--- src/rtl/wb_master_bridge.sv ---
// -----------------------------------------------------------------------------
// wb_master_bridge
//
// Purpose:
//   Wishbone classic initiator for on-chip test/debug logic. Each command taken
//   on the valid/ready command port becomes exactly one single-beat Wishbone
//   cycle on the user project's slave bus. The outcome (read data or status)
//   is returned on a valid/ready response port. Only one transaction is in
//   flight at a time: IDLE -> BUS -> RESP -> IDLE.
//
// Parameters:
//   ADDR_W          Wishbone address width
//   DATA_W          Wishbone data width (select width is DATA_W/8)
//   TIMEOUT_CYCLES  ack wait limit in BUS cycles, 1..65535 (timeout build only)
//
// Optional feature (compile-time macro):
//   WBM_TIMEOUT_EN  when defined, a 16-bit counter aborts a BUS phase that
//                   sees no ack for TIMEOUT_CYCLES cycles and reports
//                   rsp_err=1. When undefined, no counter exists, rsp_err is
//                   constant 0 and BUS waits for ack indefinitely.
//
// Ports:
//   wb_clk_i, wb_rst_ni          clock; asynchronous active-low reset
//   cmd_valid/cmd_ready          command handshake
//   cmd_we/adr/dat/sel           command payload (1 = write)
//   rsp_valid/rsp_ready          response handshake
//   rsp_dat, rsp_err             read data (0 for writes/timeouts), timeout flag
//   wbm_cyc_o/stb_o/we_o/adr_o/dat_o/sel_o   registered Wishbone outputs
//   wbm_dat_i, wbm_ack_i                     Wishbone returns
// -----------------------------------------------------------------------------
module wb_master_bridge #(
  parameter int ADDR_W         = 32,
  parameter int DATA_W         = 32,
  parameter int TIMEOUT_CYCLES = 255
) (
  input  logic                wb_clk_i,
  input  logic                wb_rst_ni,
  input  logic                cmd_valid,
  output logic                cmd_ready,
  input  logic                cmd_we,
  input  logic [ADDR_W-1:0]   cmd_adr,
  input  logic [DATA_W-1:0]   cmd_dat,
  input  logic [DATA_W/8-1:0] cmd_sel,
  output logic                rsp_valid,
  input  logic                rsp_ready,
  output logic [DATA_W-1:0]   rsp_dat,
  output logic                rsp_err,
  output logic                wbm_cyc_o,
  output logic                wbm_stb_o,
  output logic                wbm_we_o,
  output logic [ADDR_W-1:0]   wbm_adr_o,
  output logic [DATA_W-1:0]   wbm_dat_o,
  output logic [DATA_W/8-1:0] wbm_sel_o,
  input  logic [DATA_W-1:0]   wbm_dat_i,
  input  logic                wbm_ack_i
);

  localparam int SEL_W = DATA_W / 8;

  if (TIMEOUT_CYCLES < 1 || TIMEOUT_CYCLES > 65535) begin : g_bad_timeout
    $error("wb_master_bridge: TIMEOUT_CYCLES must be within 1..65535");
  end

  typedef enum logic [1:0] {
    IDLE = 2'd0,
    BUS  = 2'd1,
    RESP = 2'd2
  } state_t;

  state_t              state_q, state_d;
  logic                cmd_ready_d;
  logic                cyc_d, stb_d, we_d;
  logic [ADDR_W-1:0]   adr_d;
  logic [DATA_W-1:0]   dat_d;
  logic [SEL_W-1:0]    sel_d;
  logic                rsp_valid_d;
  logic [DATA_W-1:0]   rsp_dat_d;
  logic                rsp_err_d;

`ifdef WBM_TIMEOUT_EN
  // The last BUS cycle allowed without ack is the one in which the counter
  // would step up to TIMEOUT_CYCLES, so cyc stays high exactly that many cycles.
  localparam logic [15:0] TERM_CNT = 16'(TIMEOUT_CYCLES - 1);
  logic [15:0] cnt_q, cnt_d;
`endif

  // Next-state and next-output logic; every register holds by default.
  always_comb begin
    state_d     = state_q;
    cmd_ready_d = cmd_ready;
    cyc_d       = wbm_cyc_o;
    stb_d       = wbm_stb_o;
    we_d        = wbm_we_o;
    adr_d       = wbm_adr_o;
    dat_d       = wbm_dat_o;
    sel_d       = wbm_sel_o;
    rsp_valid_d = rsp_valid;
    rsp_dat_d   = rsp_dat;
    rsp_err_d   = rsp_err;
`ifdef WBM_TIMEOUT_EN
    cnt_d       = cnt_q;
`endif

    unique case (state_q)
      IDLE: begin
        // cmd_ready is registered, so it rises on the first edge after reset.
        cmd_ready_d = 1'b1;
        if (cmd_valid && cmd_ready) begin
          cmd_ready_d = 1'b0;
          we_d        = cmd_we;
          adr_d       = cmd_adr;
          dat_d       = cmd_dat;
          sel_d       = cmd_sel;
          cyc_d       = 1'b1;
          stb_d       = 1'b1;
          state_d     = BUS;
`ifdef WBM_TIMEOUT_EN
          cnt_d       = '0;
`endif
        end
      end

      BUS: begin
        cmd_ready_d = 1'b0;
        if (wbm_ack_i) begin
          // Ack takes priority over a coinciding terminal count.
          cyc_d       = 1'b0;
          stb_d       = 1'b0;
          rsp_valid_d = 1'b1;
          rsp_dat_d   = wbm_we_o ? '0 : wbm_dat_i;
          rsp_err_d   = 1'b0;
          state_d     = RESP;
        end
`ifdef WBM_TIMEOUT_EN
        else if (cnt_q == TERM_CNT) begin
          cyc_d       = 1'b0;
          stb_d       = 1'b0;
          rsp_valid_d = 1'b1;
          rsp_dat_d   = '0;
          rsp_err_d   = 1'b1;
          state_d     = RESP;
        end else begin
          cnt_d = cnt_q + 16'd1;
        end
`endif
      end

      RESP: begin
        // No command overlap: cmd_ready only returns after the response leaves.
        cmd_ready_d = 1'b0;
        if (rsp_ready) begin
          rsp_valid_d = 1'b0;
          cmd_ready_d = 1'b1;
          state_d     = IDLE;
        end
      end

      default: begin
        state_d     = IDLE;
        cmd_ready_d = 1'b0;
        cyc_d       = 1'b0;
        stb_d       = 1'b0;
        rsp_valid_d = 1'b0;
      end
    endcase
  end

  // State and output registers; reset clears everything, including the
  // in-flight command and any pending response.
  always_ff @(posedge wb_clk_i or negedge wb_rst_ni) begin
    if (!wb_rst_ni) begin
      state_q   <= IDLE;
      cmd_ready <= 1'b0;
      wbm_cyc_o <= 1'b0;
      wbm_stb_o <= 1'b0;
      wbm_we_o  <= 1'b0;
      wbm_adr_o <= '0;
      wbm_dat_o <= '0;
      wbm_sel_o <= '0;
      rsp_valid <= 1'b0;
      rsp_dat   <= '0;
    end else begin
      state_q   <= state_d;
      cmd_ready <= cmd_ready_d;
      wbm_cyc_o <= cyc_d;
      wbm_stb_o <= stb_d;
      wbm_we_o  <= we_d;
      wbm_adr_o <= adr_d;
      wbm_dat_o <= dat_d;
      wbm_sel_o <= sel_d;
      rsp_valid <= rsp_valid_d;
      rsp_dat   <= rsp_dat_d;
    end
  end

`ifdef WBM_TIMEOUT_EN
  always_ff @(posedge wb_clk_i or negedge wb_rst_ni) begin
    if (!wb_rst_ni) begin
      cnt_q   <= '0;
      rsp_err <= 1'b0;
    end else begin
      cnt_q   <= cnt_d;
      rsp_err <= rsp_err_d;
    end
  end
`else
  assign rsp_err = 1'b0;

  // Without the timeout there is no error source; the next-value term stays
  // constant and is deliberately left unconnected.
  logic unused_rsp_err_d;
  assign unused_rsp_err_d = rsp_err_d;
`endif

endmodule
--- config.mk ---
export PLATFORM = sky130hd
export DESIGN_NAME = wb_master_bridge
export DESIGN_NICKNAME = d
export VERILOG_FILES = /design/src/rtl/wb_master_bridge.sv
export SDC_FILE = /design/constraint.sdc
export NUM_CORES = 1
export LEC_CHECK = 0
export ABC_AREA = 1
export CAP_MARGIN = 20
export CORE_MARGIN = 8
export CORE_UTILIZATION = 43
export CTS_CLUSTER_SIZE = 10
export DETAILED_ROUTE_END_ITERATION = 10
export PLACE_DENSITY = 0.95
export SLEW_MARGIN = 20
export SYNTH_ARGS = -nofsm -noshare
export SYNTH_HDL_FRONTEND = slang
export SYNTH_SLANG_ARGS = --single-unit
--- constraint.sdc ---
create_clock -name wb_clk_i -period 2.8 [get_ports wb_clk_i]
set_clock_uncertainty 0.15 [all_clocks]
set_input_delay 0.7 -clock wb_clk_i [delete_from_list [all_inputs] [get_ports wb_clk_i]]
set_output_delay 0.7 -clock wb_clk_i [all_outputs]
set_load 0.005 [all_outputs]
Word-level counts from Yosys, hierarchy flattened
Cells that the tools add are included.
{"block": "classes", "n_addsub": 0, "mul": 0, "div": 0, "magnitude_cmp": 0, "eq_ne": 5, "n_shift": 0, "muxes": 14, "bitwise_logic": 2, "reduce_logical": 7}
{"operator": "2-to-1 mux 32 bit", "n": 1}
{"operator": "AND reduction 3 bit", "n": 3}
{"operator": "2-to-1 mux 1 bit", "n": 6}
{"operator": "2-to-1 mux 2 bit", "n": 3}
{"operator": "inequality test 2 bit, second input constant", "n": 3}
{"operator": "case mux 1 bit (3 select lines)", "n": 2}
{"operator": "case mux 2 bit (3 select lines)", "n": 1}
{"operator": "AND reduction 2 bit", "n": 2}
{"operator": "== test 2 x 1 -> 1 bit, second input constant", "n": 1}
{"operator": "== test 2 bit, second input constant", "n": 1}
{"operator": "logical NOT 2 bit", "n": 1}
{"operator": "NOT 1 bit", "n": 2}
{"operator": "case mux 1 bit (2 select lines)", "n": 1}
{"operator": "logical AND 1 bit", "n": 1}
{"block": "word_totals", "regBits": 106, "latchBits": 0, "ramBits": 0, "romBits": 0, "out_inout_bits": 106, "wordCells": 37, "n_memories": 0}

Depth between registers and ports, before layout
{"block": "logic_depth", "word_depth": 3, "depth_mapped": 6, "mapped_depth_nobuf": 5}

Least setup slack after synthesis
No wires, ideal clock.
{"block": "synth_path", "path_kind": "input port to flip-flop", "from": "in cmd_valid", "to": "reg wbm_adr_o[21]", "setup_time_ps": 65, "arrival_ps": 1351, "path_slack_ps": 1234, "cell_stages": 6, "path_cell_list": "nand2_1 inv_2 buf_2 buf_2 nand3_1 nand2_1"}
{"block": "synth_between", "elab_chain_len": 2}
{"element": "from (decl)", "line": "38", "source": "input logic cmd_valid,"}
{"element": "logical AND 1 bit", "line": "108", "source": "if (cmd_valid && cmd_ready) begin"}
{"element": "AND reduction 2 bit (no source line)"}
{"element": "to (signal assigned)", "line": "188", "source": "wbm_adr_o <= adr_d;"}
{"element": "to (decl)", "line": "51", "source": "output logic [ADDR_W-1:0] wbm_adr_o,"}
No other way between the ends.
A chain may end at the register's enable or synchronous reset.

Final worst setup path
{"block": "layout_path", "from": "reg wbm_we_o", "to": "out wbm_we_o"}
{"element": "from (decl)", "line": "50", "source": "output logic wbm_we_o,"}
{"element": "from (signal assigned)", "line": "187", "source": "wbm_we_o <= we_d;"}
No word-level cell between the ends.

==> results by group <==
CTS
  • Clock tree from TritonCTS: done
  • Latest clock arrival within the worst-skew pair: approximately 0.35 ns
  • CTS H-Tree Depth: 3
  • Total CTS buffers: 9
  • Cts repair resizes: 0
  • Clock sinks: between 100 and 150
  • Clock-pin slew on the worst setup and hold paths: around 0.090 ns
  • Root Driver: clkbuf_8
  • Clock Path Buffers: 2
  • Hold Buf Count CTS: 0
  • Post CTS Setup Buffer Count: 0

Global routing
  • Initial antenna violation count: 0
  • Grt total ovfl: 0
  • First-pass GRT wire length: slightly above 20 mm
  • Vias in the first global route: 4112
  • GRT Util Overall: 19.8%
  • Largest net degree at the start of global routing: 72

Setup path
  • Worst-path cell chain: clkdlybuf4s50_1
  • Setup crit end kind: primary output
  • Delay-heaviest family, CP: buffers and inverters
  • Critical Path Max Stage Delay: 0.54 ns
  • Slowest library cell on the worst path: clkdlybuf4s50_1
  • Worst Path Max Fanout: 3
  • Reg-to-reg slack, setup: 1.05 ns
  • WS Path Type: flop to primary output
  • CP Buf/Inv Count: 1
  • WP data required: just under 2 ns
  • Startpoint Class: flop
  • CP Data Arrival Time: approximately 1.3 ns

Die
  • Die X: approximately 120 um
  • Initial Utilization: 43.8%
  • Cell Rows: 36
  • Die height: around 120 um
  • Io pins: 212
  • Die area: ~13000 um2
  • Core Region: a little under 10000 um2

Synthesis
  • Distinct cells, synth: 17
  • Syn_nets: between 500 and 600
  • Synth Area in Adders: 0%
  • Compound-Gate Fraction of Synth Area: ~4.4%
  • Most area-consuming cells after synthesis: dfrtp_1, nand2_1, nand3_1
  • XOR/XNOR share of the synthesized area: 0%
  • Post-synth top area share: between 60% and 70%
  • Yosys warning total: 0
  • Area leader, netlist: dfrtp_1
  • Largest family of logic cells by synthesized area: simple AND/OR/NAND/NOR gates
  • Cells after synthesis: between 400 and 500
  • Mux cell area share after synthesis: 0%
  • Netlist Area Pre-Place: 4220 um2
  • Synthesized flop and latch total: 106
  • Avg Cell Area, Syn: 9.06 um2
  • Part of the Yosys area used for sequential elements: 62.8%
  • Post-Synth Simple-Gate Area: 27.5%

Detailed routing
  • Routed len/inst: around 17 um
  • Iteration count of the initial detailed-routing pass: 5
  • Vias/cell: around 5
  • DR iter-0 viols: 255
  • Total Wirelength: approximately 13 mm
  • DRT antenna net count: 0
  • # DRC: 0
  • Vias post-DR: slightly below 4000

Timing
  • Post-route clock period utilization: between 70 and 80%
  • Slew of the pin with the lowest slew margin: a little over 0.9 ns
  • Setup violations, final: 0
  • Relative slew slack: 39.3%
  • Tmin final: approximately 2.1 ns
  • Hold Fails Final Rpt: 0
  • Peak Freq: between 400 and 500 MHz
  • RSZ-0062 raised after global routing: no
  • Fin. max-slew vios: 0
  • Setup TNS: 0 ns

Run status
  • Status: finished clean

Power and ir drop
  • Logic pwr share: between 40 and 50%
  • IR drop worst, VDD: approximately 0.00048 V
  • Power Dens Cells: between 1000 and 1500 nW/um2
  • Int Pwr: ~0.0044 W
  • Lkg Pwr: about 3.1 nW
  • Sw frac: 34.9%
  • Seq pwr share: 39.4%
  • Switch Pwr: roughly 0.0023 W
  • Clock share of power: between 10 and 15%

Min path
  • Worst Hold Class: input pin to async pin

Cells and area
  • Synth-to-Final Area Change: 56.2%
  • Share of cells above drive strength 1: just under 4%
  • Number of antenna repair diodes: 0
  • Layout Utilization: between 60% and 70%
  • Fin nets: between 700 and 800
  • Fin area: 6600 um2

Placement
  • Input/output buffers: 210
  • Placed instance area: 6390 um2
  • GP Congestion: around 0.81
  • Post-DP HPWL: 9.87 mm

Job
  • Max Cap Viol: 0
[cell usage in the layout, fill, tap and decap left out, types with 3 or more instances in the layout]
| cell type | count |
|---|---|
| buf_12 | 4 |
| buf_4 | 3 |
| clkbuf_8 | 14 |
| clkdlybuf4s50_1 | 209 |
| dfrtp_1 | 106 |
| inv_1 | 6 |
| nand2_1 | 209 |
| nand3_1 | 70 |
| o21ai_0 | 22 |
| o21ai_1 | 13 |
[final cells by class]
type                    instances  area [um2]
well taps                     133         166
flip-flops and latches        106        2650
inverters                       7        26.3
clock inverters                 1        5.00
fillers                       750        3040
repair buffers                216        2190
clock buffers                  15         196
multi-input cells             320        1350
[logic make-up (layout without fill, tap and decap cells)]
group	Yosys count	in the layout
flops	106	106
buf+inv	40	239
other cells	1	1
compound gates	37	37
simple gates	282	282
[cells in the mapped netlist]
library cell,n
buf_4,2
nand2_1,209
a21oi_1,1
buf_2,16
clkbuf_1,10
inv_2,1
o21a_1,1
dfrtp_1,106
nor2_4,1
nand3_2,1
conb_1,1
nand2_2,1
o21ai_0,22
o21ai_1,13
buf_6,5
nand3_1,70
inv_1,6
[path summary, 6_finish.rpt]
check,endpoint,depth (start not counted),from
max,wbm_we_o,1,wbm_we_o$_DFFE_PN0P_
min,wbm_dat_o[25]$_DFFE_PN0P_,1,wb_rst_ni
max reg2reg,wbm_dat_o[25]$_DFFE_PN0P_,4,state_q[0]$_DFFE_PN0P_
min reg2reg,wbm_adr_o[29]$_DFFE_PN0P_,2,wbm_adr_o[29]$_DFFE_PN0P_
max in group asynchronous,wbm_adr_o[28]$_DFFE_PN0P_,2,wb_rst_ni
min in group wb_clk_i,wbm_adr_o[29]$_DFFE_PN0P_,2,wbm_adr_o[29]$_DFFE_PN0P_
[through the flow]
stage	hold WS, ns	cells	total power [W]	setup slack (ns)
2_1_floorplan	0.254	466	0.00388	1.23
3_3_place_gp	0.305	782	0.00567	0.760
3_5_place_dp	0.308	782	0.00584	0.698
4_1_cts	0.127	798	0.00678	0.647
5_1_grt	0.139	798	0.00718	0.625
6_report	0.125	798	0.00670	0.681
[power groups by stage]
stage	combinational, W	clock [W]	sequential, W
after floorplan	0.00121	0	0.00267
final	0.00314	0.000918	0.00264
after global routing	0.00345	0.00101	0.00272
after detailed placement	0.00318	0	0.00265
after global placement	0.00305	0	0.00262
after CTS	0.00319	0.000949	0.00264
[state kept, by name (all words and copies together) (netlist names)]
| signal | cells |
|---|---|
| wbm_adr_o | 32 |
| rsp_dat | 32 |
| wbm_we_o | 1 |
| wbm_sel_o | 4 |
| wbm_stb_o | 1 |
| state_q | 2 |
| rsp_valid | 1 |
| cmd_ready | 1 |
| wbm_dat_o | 32 |
[metal layers]
metal	routed length (um)	track usage [%]	vias up
met5	0	0	-
met2	6410	33.9	181
li1	-	-	1862
met1	5220	22.2	1827
met4	452	10.1	0
met3	1100	5.51	37
Power figures use the tool's default switching activity.
